## config.mk

```make
export PLATFORM = sky130hd
export DESIGN_NAME = iop_dispatcher
export DESIGN_NICKNAME = d
export VERILOG_FILES = /design/src/rtl/iop_dispatcher.sv
export SDC_FILE = /design/constraint.sdc
export NUM_CORES = 1
export LEC_CHECK = 0
export ABC_AREA = 1
export ABC_CLOCK_PERIOD_IN_PS = 2100
export CORE_MARGIN = 10
export CORE_UTILIZATION = 53
export CTS_CLUSTER_DIAMETER = 100
export CTS_CLUSTER_SIZE = 16
export DETAILED_ROUTE_END_ITERATION = 8
export GPL_TIMING_DRIVEN = 1
export PLACE_DENSITY = 0.8
export SYNTH_ARGS = -nofsm -noshare
export SYNTH_HDL_FRONTEND = slang
export SYNTH_SLANG_ARGS = --single-unit
export TNS_END_PERCENT = 30
```

## constraint.sdc

```tcl
create_clock -name clock -period 2.1 [get_ports clock]
set_input_delay 0.63 -clock clock [delete_from_list [all_inputs] [get_ports clock]]
set_output_delay 0.63 -clock clock [all_outputs]
set_load 0.03 [all_outputs]
```

## src/rtl/iop_dispatcher.sv

```systemverilog
// I/O request sequencer for one IOP: decodes a CPU I/O instruction, grants a single
// device controller, waits for completion or timeout and returns a condition code.
module iop_dispatcher #(
    parameter int                 IOP_ID      = 0,
    parameter int                 NUM_DEV     = 8,
    parameter logic [0:NUM_DEV-1] DEV_PRESENT = 8'h44,
    parameter int                 TIMEOUT     = 256
) (
    input  logic               clock,
    input  logic               reset,
    input  logic               cpu_req,
    input  logic [0:2]         iop_func,
    input  logic [21:31]       iop_device,
    output logic               cpu_ack,
    output logic [0:1]         iop_cc,
    output logic               busy,
    output logic [0:NUM_DEV-1] dev_active,
    output logic [0:2]         dev_func,
    input  logic [0:NUM_DEV-1] dev_done,
    input  logic [0:1]         dev_cc
);

    typedef enum logic [2:0] {
        S_IDLE,
        S_DECODE,
        S_RUN,
        S_DONE,
        S_RELEASE
    } state_t;

    state_t state, state_nx;

    logic [7:0]         dev_sel, dev_sel_nx;
    logic [2:0]         iop_num, iop_num_nx;
    logic [15:0]        count, count_nx;
    logic [0:NUM_DEV-1] active_nx;
    logic [0:NUM_DEV-1] grant_mask;
    logic [0:1]         cc_nx;
    logic [0:2]         func_nx;
    logic               ack_nx;
    logic               busy_nx;
    logic               func_ok;
    logic               reject;
    logic               done_hit;
    logic               timeout_hit;

    // A device number beyond NUM_DEV yields an all-zero mask, so it fails the presence test too.
    always_comb begin
        grant_mask = '0;
        for (int i = 0; i < NUM_DEV; i++) begin
            grant_mask[i] = (dev_sel == 8'(i));
        end
    end

    assign func_ok     = (dev_func <= 3'd3) || (dev_func == 3'd6);
    assign reject      = (iop_num != 3'(IOP_ID)) || ((grant_mask & DEV_PRESENT) == '0) || !func_ok;
    assign done_hit    = |(dev_done & dev_active);
    assign timeout_hit = (count == 16'(TIMEOUT - 1));

    always_ff @(posedge clock or posedge reset) begin
        if (reset) begin
            state <= S_IDLE;
        end else begin
            state <= state_nx;
        end
    end

    always_comb begin
        state_nx = state;
        case (state)
            S_IDLE:    if (cpu_req) state_nx = S_DECODE;
            S_DECODE:  state_nx = reject ? S_DONE : S_RUN;
            S_RUN:     if (done_hit || timeout_hit) state_nx = S_DONE;
            S_DONE:    state_nx = S_RELEASE;
            S_RELEASE: if (!cpu_req) state_nx = S_IDLE;
            default:   state_nx = S_IDLE;
        endcase
    end

    always_comb begin
        active_nx  = dev_active;
        ack_nx     = cpu_ack;
        cc_nx      = iop_cc;
        func_nx    = dev_func;
        dev_sel_nx = dev_sel;
        iop_num_nx = iop_num;
        count_nx   = count;
        busy_nx    = (state_nx != S_IDLE);
        case (state)
            S_IDLE: begin
                if (cpu_req) begin
                    func_nx    = iop_func;
                    dev_sel_nx = iop_device[24:31];
                    iop_num_nx = iop_device[21:23];
                end
            end
            S_DECODE: begin
                if (reject) begin
                    cc_nx = 2'b11;
                end else begin
                    active_nx = grant_mask;
                    count_nx  = '0;
                end
            end
            S_RUN: begin
                // Completion takes priority over a timeout landing on the same edge.
                if (done_hit) begin
                    active_nx = '0;
                    cc_nx     = dev_cc;
                end else if (timeout_hit) begin
                    active_nx = '0;
                    cc_nx     = 2'b10;
                end else begin
                    count_nx = count + 16'd1;
                end
            end
            S_DONE:    ack_nx = 1'b1;
            S_RELEASE: if (!cpu_req) ack_nx = 1'b0;
            default:   ack_nx = 1'b0;
        endcase
    end

    always_ff @(posedge clock or posedge reset) begin
        if (reset) begin
            dev_active <= '0;
            cpu_ack    <= 1'b0;
            iop_cc     <= 2'b00;
            dev_func   <= 3'd0;
            busy       <= 1'b0;
            dev_sel    <= 8'd0;
            iop_num    <= 3'd0;
            count      <= 16'd0;
        end else begin
            dev_active <= active_nx;
            cpu_ack    <= ack_nx;
            iop_cc     <= cc_nx;
            dev_func   <= func_nx;
            busy       <= busy_nx;
            dev_sel    <= dev_sel_nx;
            iop_num    <= iop_num_nx;
            count      <= count_nx;
        end
    end

endmodule

```

# After elaboration in Yosys (flattened, before gate mapping)
# Index checks and enable logic that the tools add are counted.
# totals
register_bits	45
latch_bits	0
ram_bits	0
rom_bits	0
inputBits	27
out_inout_bits	15
wordCells	69
memories	0
# classes
add_sub_neg	1
n_mul	0
div	0
magnitude_cmp	1
eq_ne	19
shifts	0
muxes	19
bitwise	2
n_reduce_logical	18
# ops
op	n
$mux 16	3
$eq 8x3->1 const B	4
$pmux 16 s2	1
$mux 8	3
$add 16x1->16 const B	1
$eq 16x8->1 const B	1
$eq 8x2->1 const B	2
$logic_not 8->1	2
$pmux 8 s2	1
$pmux 3 s5	1
$ne 2x2->1 const B	5
$mux 3	3
$and 8x8->8	1
$eq 8x1->1 const B	1
$reduce_or 8->1	1
$eq 3x2->1 const B	2
$eq 3x3->1 const B	2
$mux 2	3
$reduce_and 3->1	2
$reduce_bool 3->1	2
$logic_or 1x1->1	4
$pmux 2 s2	1
$reduce_and 2->1	2
$reduce_and 4->1	1
10 further kinds	11

# Longest topological paths before layout
# logic_depth
ltp_word	7
mapped_depth	12
depth_no_buf	12

# Worst setup path before layout
# OpenSTA, ideal clock, no wires.
# synth_timing
kind	input to register
from	input dev_done[5] in the netlist's numbering
to	register count[15]
setup_ns	0.117
arrival_ns	1.452
t_required_ns	1.983
path_slack_ns	0.531
cell_stages	11
path_buffers	1
path_cell_list	nand2_1 -> nand2_1 -> inv_1 -> nand2_1 -> nor2_1 -> nand2_2 -> nand2_4 -> nand3_4 -> buf_6 -> nand2_1 -> nand2_1
# synth_via
elab_chain_cells	4
# synth_rtl
item	line	text
start: declaration	19	input logic [0:NUM_DEV-1] dev_done,
$and 8x8->8	57	assign done_hit = |(dev_done & dev_active);
$reduce_or 8->1	57	
$ne 2x2->1 (no line)	--	
$reduce_and 4->1 (no line)	--	
end signal: assignment	141	count <= count_nx;
end: declaration	35	logic [15:0] count, count_nx;
# No other way between the ends.
# A chain may end at the register's enable or synchronous reset.

# Final worst setup path
# layout_timing
from	register dev_active[1] in the netlist's numbering
to	output dev_active[1] in the netlist's numbering
# layout_lines
item	line	text
start: declaration	17	output logic [0:NUM_DEV-1] dev_active,
start signal: assignment	134	dev_active <= active_nx;
# No word-level cell between the ends.

==> results.md <==
* Status: finished clean
* Final worst path period share at between 90% and 100%
* Power share of the clock group at 17.9%
* P_int at about 0.0018 W
* Mean Syn Cell Area at a little over 7 um2
* Hold_ws at between 0.4 and 0.5 ns
* Setup CP Type: register to primary output
* CP delay by family, top: buffers and inverters
* Predominant post-synthesis flop cell: dfrtp_1
* Met2 Use GR at approximately 28%
* Final setup margin at 0.0702 ns
* Final setup violation count at 0
* Area after DPL at slightly below 3000 um2
* Gr ovfl total at 0
* Post-route design area at approximately 3100 um2
* Crit end category: primary output
* GPL Wtd Cong at about 0.89
* Root buf cell: clkbuf_8
* Seq pwr share at between 30% and 40%
* Area growth from synthesis to layout at 23.9%
* Clk_skew at roughly 0.0031 ns
* Post-CTS sizing at 0
* CP max FO at 3
* Post-DP HPWL at 4390 um
* Core Area at 4410 um2
* Post-synthesis cell type count at 24
* Initial antenna violation count at 0
* Seq/Total Area, Yosys at a little under half
* Top-count cell post-synth: nand2_1
* Critical Path Max Stage Delay at around 0.7 ns
* Inserted Diodes at 0
* RSZ-0062 raised after global routing: no
* Worst slew pin tran at ~0.34 ns
* Comb pwr share at 43.4%
* Starting density of the core at 55.8%
* M1 GR Usage at between 10% and 20%
* Max-slew headroom at about three quarters
* Clock Latency Late Sink at around 0.30 ns
* Largest net degree at the start of global routing at 46
* Synth top area share at approximately 46%
* GR peak layer: met2
* DRT iter0 DRCs at 160
* # nets final at approximately 430
* Min cycle time layout at 2.03 ns
* DRC at 0
* Clock slew at reported path FFs at 0.08 ns
* Setup Buffers After CTS at 0
* MaxCap Viol Count at 0
* Bufs and invs on worst path at 1
* First-pass GRT wire length at about 10000 um
* Syn nets at around 380
* H-tree Lvls at 2
* Clk sinks at 45
* Worst Hold Class: register to register
* CTS buffer count at 5
* Final core occ at a little under 70%
* Synth Cell Area at between 2000 and 2500 um2
* Gr usage total at roughly 16%
* Core Rows at 24
* CP arrival at about 1.4 ns
* CP max stage cell: clkdlybuf4s50_1
* IO Count at 42
* Power Density at 1010 nW/um2
* Final WL at 5840 um
* Switch Pwr at 0.00130 W
* Synth cell count leaders: nand2_1 (133), nor2_1 (53), dfrtp_1 (45)
* Dpl ws at -0.0186 ns
* Die Ht at about 88 um
* Max Freq at between 400 and 500 MHz
* Routed via count at 2322
* Post-synth EDFFs at 0
* ANT nets after route at 0
* Final hold viol count at 0
* Vias/cell at ~5.2
* Post-cts hold buffer count at 0
* Cells taking the most area after synthesis: dfrtp_1 (46%), nand2_1 (20%), nor2_1 (8.1%)
* CTS tree: yes
* Met3 Usage GRT at ~4.6%
* Critical path cell sequence: clkdlybuf4s50_1
* Post-synth ARST share at between 90% and 100%
* Area leader, netlist: dfrtp_1
* Die Width at roughly 88 um
* Setup crit start kind: register
* Yosys warns at 0
* Overall power at between 0.003 and 0.004 W
* VDD IR max at 0.000772 V
* Synth Register Bits at 45
* Net Sw Frac at a little over two fifths
* Wire per inst at ~13 um
* Drt first pass iters at 4
* Clock Tree Buf Depth at 2
* Vias in the first global route at between 2000 and 2500
* Layout cells sized above 1 at 8.31%
* Die ar. at 7780 um2
* IO Port Bufs at a little over 40
* Critical Path RT at 1.47 ns
* Leak pwr at approximately 1.5 nW
* Pins Over Slew Limit at 0
* Cells after synthesis at between 300 and 400
==> per-stage QoR <==
stage | TNS [ns] | cells
2_1_floorplan | 0 | 349
6_report | 0 | 449
5_1_grt | 0 | 449
3_5_place_dp | -0.141 | 442
3_3_place_gp | 0 | 442
4_1_cts | 0 | 449
==> cell usage in the layout, fill, tap and decap left out, drive strengths merged <==
cell type      Yosys  final
ha                 1      1
buf                6      8
xor2               2      2
nand4             16     16
xnor2              1      1
clkinvlp           0      1
clkinv             0      1
dfrtp             45     45
nand3             22     22
clkbuf             2      6
inv               40     39
nor2              54     54
nand2            140    140
nor3               2      2
a21oi              2      2
o21bai             2      2
clkdlybuf4s50      0     41
o21ai             14     14
==> logic make-up (layout without fill, tap and decap cells) <==
group / count (synthesis) / count (layout) / share of synthesized area (%)
AND/OR/NAND/NOR: 234 / 234 / 40.6
buffers and inverters: 48 / 96 / 8.12
flip-flops: 45 / 45 / 45.7
AO/OA/AOI/OAI: 18 / 18 / 4.01
XOR/XNOR: 3 / 3 / 1.07
adder cells (fa/ha/maj): 1 / 1 / 0.508
==> layout make-up <==
class,count,area (um2)
multi-input combinational,256,1140
sequential,45,1130
timing repair buffer,49,483
clock buffer,6,82.6
inverter,40,150
fill,372,1360
tap,52,65.1
clock inverter,1,7.51
==> routing by layer <==
| layer | wire length, um | vias to the layer above |
|---|---|---|
| met5 | 0 | - |
| met4 | 75 | 0 |
| met3 | 364 | 9 |
| met2 | 2870 | 62 |
| met1 | 2530 | 1072 |
| li1 | - | 1179 |
==> path summary, 6_finish.rpt <==
kind | from | endpoint | slack (ns) | cells past startpoint
worst max-delay path | dev_active[1]$_DFFE_PP0P_ | dev_active[1] | 0.07 | 1
worst min-delay path | iop_num[2]$_DFFE_PP0P_ | iop_num[2]$_DFFE_PP0P_ | 0.49 | 2
worst max register to register | count[0]$_DFFE_PP0P_ | dev_active[0]$_DFFE_PP0P_ | 0.26 | 12
worst min register to register | iop_num[2]$_DFFE_PP0P_ | iop_num[2]$_DFFE_PP0P_ | 0.49 | 2
max in group asynchronous | reset | count[9]$_DFFE_PP0P_ | 1.22 | 3
min in group asynchronous | reset | dev_active[1]$_DFFE_PP0P_ | 0.67 | 3
==> flip-flops by register name, indices dropped and copies added (netlist names) <==
register,cells
count,16
iop_num,3
dev_func,3
iop_cc,2
busy,1
dev_sel,8
cpu_ack,1
dev_active,8
state,3
==> power by group through the flow <==
| stage | clock network (W) | logic (W) | registers (W) |
|---|---|---|---|
| floorplan | 0 | 0.000810 | 0.00131 |
| global placement | 0 | 0.00131 | 0.00120 |
| detailed placement | 0 | 0.00134 | 0.00121 |
| CTS | 0.000568 | 0.00135 | 0.00120 |
| global route | 0.000594 | 0.00151 | 0.00122 |
| finish | 0.000553 | 0.00134 | 0.00120 |
Power figures use the tool's default switching activity.
